$ cat src/rtl/ifetch_unit.sv
// rtl/ifetch_unit.sv - instruction fetch stage: PC owner, ROM address driver, valid/ready to decode
// Optional: IFETCH_MISALIGN_TRAP_EN turns misaligned redirects into a FAULT state instead of fetching.
module ifetch_unit #(
  parameter int                ADDR_W   = 32,
  parameter int                DATA_W   = 32,
  parameter int                IMEM_AW  = 8,
  parameter logic [ADDR_W-1:0] RESET_PC = 32'h0000_0000
) (
  input  logic              iCLK,
  input  logic              iRST_n,
  output logic [ADDR_W-1:0] imem_addr,
  input  logic              imem_ready,
  input  logic [DATA_W-1:0] imem_data,
  output logic              out_valid,
  input  logic              out_ready,
  output logic [DATA_W-1:0] out_instr,
  output logic [ADDR_W-1:0] out_pc,
  input  logic              redirect_valid,
  input  logic [ADDR_W-1:0] redirect_pc,
  output logic              fetch_fault
);

  // 2'b11 is the FAULT state when the trap is built in, otherwise an illegal code.
  typedef enum logic [1:0] {
    S_ISSUE = 2'b00,
    S_WAIT  = 2'b01,
    S_VALID = 2'b10,
    S_FAULT = 2'b11
  } state_t;

  state_t            state, state_d;
  logic [ADDR_W-1:0] pc, pc_d;
  logic              valid_d;
  logic [DATA_W-1:0] instr_d;
  logic [ADDR_W-1:0] opc_d;
  logic              fault_d;
  logic              fault_q;

  assign imem_addr = ADDR_W'(pc[IMEM_AW+1:2]);

  always_comb begin
    state_d = state;
    pc_d    = pc;
    valid_d = out_valid;
    instr_d = out_instr;
    opc_d   = out_pc;
    fault_d = fault_q;
    case (state)
      S_ISSUE: state_d = S_WAIT;
      S_WAIT: begin
        if (imem_ready) begin
          instr_d = imem_data;
          opc_d   = pc;
          valid_d = 1'b1;
          state_d = S_VALID;
        end
      end
      S_VALID: begin
        if (out_ready) begin
          pc_d    = pc + ADDR_W'(4);
          valid_d = 1'b0;
          state_d = S_ISSUE;
        end
      end
      default: begin
`ifdef IFETCH_MISALIGN_TRAP_EN
        // Only a redirect leaves FAULT; acceptance just retires the NOP.
        if (out_ready) valid_d = 1'b0;
`else
        valid_d = 1'b0;
        state_d = S_ISSUE;
`endif
      end
    endcase

    // Redirect overrides everything, including a same-cycle ROM response.
    if (redirect_valid) begin
`ifdef IFETCH_MISALIGN_TRAP_EN
      pc_d = redirect_pc;
      if (redirect_pc[1:0] != 2'b00) begin
        state_d = S_FAULT;
        valid_d = 1'b1;
        instr_d = DATA_W'(32'h0000_0013);
        opc_d   = redirect_pc;
        fault_d = 1'b1;
      end else begin
        state_d = S_ISSUE;
        valid_d = 1'b0;
        fault_d = 1'b0;
      end
`else
      pc_d    = redirect_pc & ~ADDR_W'(3);
      state_d = S_ISSUE;
      valid_d = 1'b0;
      fault_d = 1'b0;
`endif
    end
  end

  always_ff @(posedge iCLK or negedge iRST_n) begin
    if (!iRST_n) begin
      state     <= S_ISSUE;
      pc        <= RESET_PC;
      out_valid <= 1'b0;
      out_instr <= '0;
      out_pc    <= '0;
      fault_q   <= 1'b0;
    end else begin
      state     <= state_d;
      pc        <= pc_d;
      out_valid <= valid_d;
      out_instr <= instr_d;
      out_pc    <= opc_d;
      fault_q   <= fault_d;
    end
  end

`ifdef IFETCH_MISALIGN_TRAP_EN
  assign fetch_fault = fault_q;
`else
  assign fetch_fault = 1'b0;
`endif

endmodule

$ cat config.mk
export PLATFORM = sky130hd
export DESIGN_NAME = ifetch_unit
export DESIGN_NICKNAME = d
export VERILOG_FILES = /design/src/rtl/ifetch_unit.sv
export SDC_FILE = /design/constraint.sdc
export NUM_CORES = 1
export LEC_CHECK = 0
export ABC_AREA = 0
export CELL_PAD_IN_SITES_DETAIL_PLACEMENT = 0
export CELL_PAD_IN_SITES_GLOBAL_PLACEMENT = 1
export CORE_MARGIN = 5
export CORE_UTILIZATION = 36
export DETAILED_ROUTE_END_ITERATION = 16
export HOLD_SLACK_MARGIN = 0.06
export PLACE_DENSITY = 0.95
export RECOVER_POWER = 25
export SETUP_SLACK_MARGIN = 0.05
export SLEW_MARGIN = 20
export SYNTH_ARGS = -nofsm -noshare
export SYNTH_HDL_FRONTEND = slang
export SYNTH_SLANG_ARGS = --single-unit
$ cat constraint.sdc
create_clock -name iCLK -period 6.13 [get_ports iCLK]
set_input_delay 1.226 -clock iCLK [delete_from_list [all_inputs] [get_ports iCLK]]
set_output_delay 1.226 -clock iCLK [all_outputs]
set_load 0.1 [all_outputs]
# Word level (Yosys, flattened, before mapping)
# Cells that the tools add are included.
[totals]
inputBits = 69
output_inout_bits = 98
ff_bits = 99
[classes]
reduce_logical = 7
muxes = 11
n_addsub = 1
n_eq_ne = 5
[ops]
columns = ["op", "n"]
rows = [
  ["2-to-1 mux 32 bit", 3],
  ["adder 32 x 3 -> 32 bit, second input constant", 1],
  ["2-to-1 mux 2 bit", 3],
  ["inequality test 3 bit, second input constant", 2],
  ["case mux 2 bit (3 select lines)", 1],
  ["AND reduction 2 bit", 3],
  ["nonzero test 2 bit", 2],
  ["2-to-1 mux 1 bit", 3],
  ["case mux 1 bit (3 select lines)", 1],
  ["AND reduction 3 bit", 1],
  ["equality test 2 x 1 -> 1 bit, second input constant", 1],
  ["equality test 2 bit, second input constant", 1],
  ["zero test 2 bit", 1],
  ["inequality test 2 bit, second input constant", 1],
]

# Longest topological paths before layout
[depth]
depth_word = 4
mapped_depth = 7
ltp_nobuf = 5

# Least setup slack after synthesis
# No wires, ideal clock.
[synth_path]
kind = "input -> register"
from = "input port out_ready"
to = "register pc[31]"
setup_ns = 0.082
setup_slack_ns = 3.488
cell_stages = 4
n_path_buf = 0
required_time_ns = 6.048
arrival_ns = 2.560
path_cell_list = "nand3b_1 -> or4_1 -> or4_1 -> a31oi_1"
[synth_via]
elab_chain_len = 2
[synth_lines]
columns = ["item", "line", "text"]
rows = [
  ["from (decl)", "15", "input logic out_ready,"],
  ["nonzero test 2 bit (no source line)", "n/a", ""],
  ["AND reduction 2 bit (no source line)", "n/a", ""],
  ["to (signal assigned)", "110", "pc <= pc_d;"],
  ["to (decl)", "32", "logic [ADDR_W-1:0] pc, pc_d;"],
]
# No other way between the ends.
# A chain may end at the register's enable or synchronous reset.

==> flow_results.org <==
** Power and ir drop
- Dividing total power by cell area gives a power density of 438.0 nW/um^2.
- The design draws 0.002653 W.
- Worst vdd ir :: 137.1 uV
- Pleak :: 2.429 nW

** STA
- The final max-slew violation count is 81.
- Measured against its own limit, the worst slew margin works out to -71.19%.
- For the pin with the worst max-slew slack, the measured transition is 2568 ps.
- RSZ-0062 raised after global routing :: false
- Clock tree skew after final layout :: slightly above 4 ps
- Fmax :: 0.2545 GHz
- After layout, the worst setup slack is 2200 ps.
- Tcrit/Tclk final :: 64.11%
- Setup violations remaining at the end of the flow were counted as 0.
- After routing, the total negative slack on setup checks comes to 0 ps.
- Final critical-path required period :: 3930 ps
- The number of hold violations in the final report was 0.

** Setup path
- Data on the critical path is required at its endpoint by about 6400 ps.
- Cell count along the critical path :: 2
- End point of the critical path :: pc[14]
- Critical path launch point type :: primary input
- Category of cells accounting for the largest share of critical-path delay :: buffers and inverters
- The number of buffers and inverters on the critical path is 2.
- Traced cell by cell, the critical path runs through clkbuf_1 > clkbuf_2.
- Slowest library cell on the worst path :: clkbuf_1
- STA classifies the critical path endpoint as an asynchronous set/reset pin.
- Measured in cells, the most critical reg-to-reg path has a length of 4.
- Setup slack, reg-to-reg :: 3770 ps
- In this run the worst setup path begins at iRST_n.
- The critical path is of the primary input to asynchronous set/reset pin type.
- Reg-to-reg startpoint :: pc[4]
- The largest single stage delay on the critical path is between 1500 and 2000 ps.
- The endpoint identified for the worst register-to-register timing path is pc[31].
- Largest fanout of any net on the critical path :: 50
- STA puts the critical path data arrival time at 4210 ps.

** Outcome
- The final reports fail on capacitance limit, slew limit.
- Status :: complete, but fails checks

** Floorplanning
- Std cell rows :: 40
- The total area inside the core boundary comes to 12,060 sq um.
- Die outline area :: 14,640 sq um
- 167 I/O pins were placed.
- The die is roughly 120 um tall.
- Effective utilization at floorplan :: 36.77%
- DIE WIDTH :: approximately 120 um

** Logic synthesis
- After synthesis, the share of flip-flops with an asynchronous set or reset is 100.0%.
- Count of yosys warnings during synthesis :: 0
- A synthesized cell averages between 10 and 15 sq um.
- Of the total synthesized cell area, the portion taken by XOR and XNOR cells is under 10%.
- Synthesized-area fraction occupied by and/or/nand/nor cells :: 12.95%
- After synthesis, the largest family of logic cells by area is multiplexers.
- In this run the cell area of the synthesized design comes to 4436 sq um.
- In this run, synthesis produced a sequential element count of 95.
- Summing the areas of all fa, ha and maj instances in the mapped netlist gives 0.2821% of the synthesized area.
- Count of flip-flops with a built-in enable after synthesis :: 0
- Complex-gate fraction of the synthesized area :: 7.645%
- Synthesis handed over a netlist of 387 instances.
- In this run, distinct cell masters in the synthesized netlist total 38.
- Most used flip-flop cell after synthesis :: dfrtp_1
- Multiplexer cells account for 14.95% of the synthesized area.
- Sequential share of the synthesized area :: 53.60%

** Detailed routing
- Dividing the detail-routed via count by the number of cells gives 4.849.
- Via count of the routed design :: 3,307
- For this run, design rule violations remaining after detail routing come to 0.
- Number of antenna-violating nets in the routed design :: 0
- In this run, the number of DRC markers left after iteration 0 of detailed routing was 133.
- After detailed routing, the average wire length per cell comes to 15.95 um.
- The first detailed-routing pass took 4 iterations.
- The routed design has 10,880 um of wire.

** Place
- Detailed Place HPWL :: 7895 um
- Final Wtd Congestion :: 0.7530
- At the placement stage, the worst setup path has a slack of approximately 2700 ps.
- In this run the tool buffered the top-level ports with 137 buffer cells.

** CTS
- After clock tree synthesis, the clock-pin slew on the worst setup and hold paths is 60 ps.
- CTS built an H-tree with a depth of 3.
- CTS tree :: yes
- CTS Root Cell :: clkbuf_16
- Clock net sink count :: 95
- Count of hold buffers inserted by post-cts repair :: 0
- Resize count post-CTS :: 0
- TritonCTS created 9 clock buffers.
- Longest Clk Path Bufs :: 2
- In this run the post-CTS setup repair buffer count came out at 0.
- Clock latency at the later pin of the worst-skew pair :: around 340 ps

** Global routing
- Vias in the first global route :: between 3,000 and 4,000
- The first global-routing pass estimated between 15,000 and 20,000 um of wire.
- Number of antenna violations at the first check in global routing :: 1
- In the global route stage, overall resource usage came out at 14.87%.
- The total overflow left after global routing is 0.
- Maximum number of pins on one net before global-route repair :: 51

** Layout
- At the end of the flow, the number of nets in the layout was 579.
- Commonest cells after routing, fill and taps aside :: 134 x clkdlybuf4s50_1, 95 x dfrtp_1, 58 x mux2_2
- Most common library cell in the layout ignoring fill and taps :: clkdlybuf4s50_1
- 0 antenna diodes ended up in the layout.
- Post-synthesis to final-layout area growth :: 36.53%
- The post-route netlist has 14.79% of its cells at a drive strength greater than 1.

** Min path
- Path class of the lowest-slack min-delay path :: register to register
- Startpoint of the most critical hold path :: out_pc[24]

** Run
- Max-cap violations in this run came to 2.
==> worst register-to-register path, cell delays in order (launching register included) <==
cell     delay [ps]
dfrtp_1         650
nand3_1         370
or4_1           620
or4_1           480
a31oi_1         170
==> metrics by stage <==
step | cell area [sq um] | cells | hold WS (ps) | utilization, %
after floorplan | 4533 | 413 | 475.1 | -
after global placement | 5792 | 666 | 471.0 | 48.02
after detailed placement | 5792 | 666 | 478.0 | 48.02
after CTS | 6070 | 682 | 491.8 | 50.32
after global routing | 6056 | 682 | 514.8 | 50.21
final | 6056 | 682 | 482.3 | 50.21
==> final cells by class <==
cell class	count	area, sq um
clock buffers	13	260.3
clock inverters	3	17.52
fillers	1084	6006
inverters	5	18.77
multi-input cells	257	1787
flip-flops and latches	95	2377
well taps	168	210.2
repair buffers	141	1385
==> sequential cells by signal (all words and copies together) (netlist names) <==
name	count
state	2
out_instr	32
out_valid	1
pc	30
out_pc	30
==> routing by layer <==
layer,up-vias,GRT usage (%),share of wire (%)
li1,1583,-,-
met1,1596,17.92,41
met2,109,25.56,51
met3,17,3.963,6.7
met4,2,5.241,1.7
met5,-,0,0.12
==> cell usage after synthesis (all sizes together), types with 4 or more instances <==
library cell	count	area share [%]
dfrtp	95	54
mux2	58	15
buf	42	6.7
nand2	30	2.5
o21ai	19	2.1
nor2	17	1.4
or4	16	2.8
a31oi	15	2.1
clkbuf	14	1.2
o31ai	13	2.2
nand3	11	1.2
nand4	9	1.3
xnor2	7	1.4
and4	6	1.2
inv	5	0.42
xor2	4	0.79
==> kinds of logic (layout without fill, tap and decap cells) <==
group | after synthesis | after routing
and+or+nand+nor | 105 | 105
AOI/OAI and AO/OA | 54 | 54
muxes | 59 | 59
adders and majority gates | 1 | 1
buffers and inverters | 61 | 162
xor gates and xnor gates | 11 | 11
DFF | 95 | 95
other | 1 | 27
==> power by group <==
part,internal (W),total (W),switching [W]
sequential,0.000747,0.000828,0.0000810
clock,0.000296,0.000518,0.000222
combinational,0.000306,0.00131,0.00100
total,0.00135,0.00265,0.00130
==> worst min-delay path by stage <==
stage                          to  cells past startpoint
finish                 out_pc[24]                      2
global route        out_instr[27]                      1
CTS                    out_pc[24]                      2
detailed placement     out_pc[24]                      2
global placement       out_pc[15]                      2
floorplan                state[0]                      1
No activity file was read; power rests on OpenSTA's default activity.
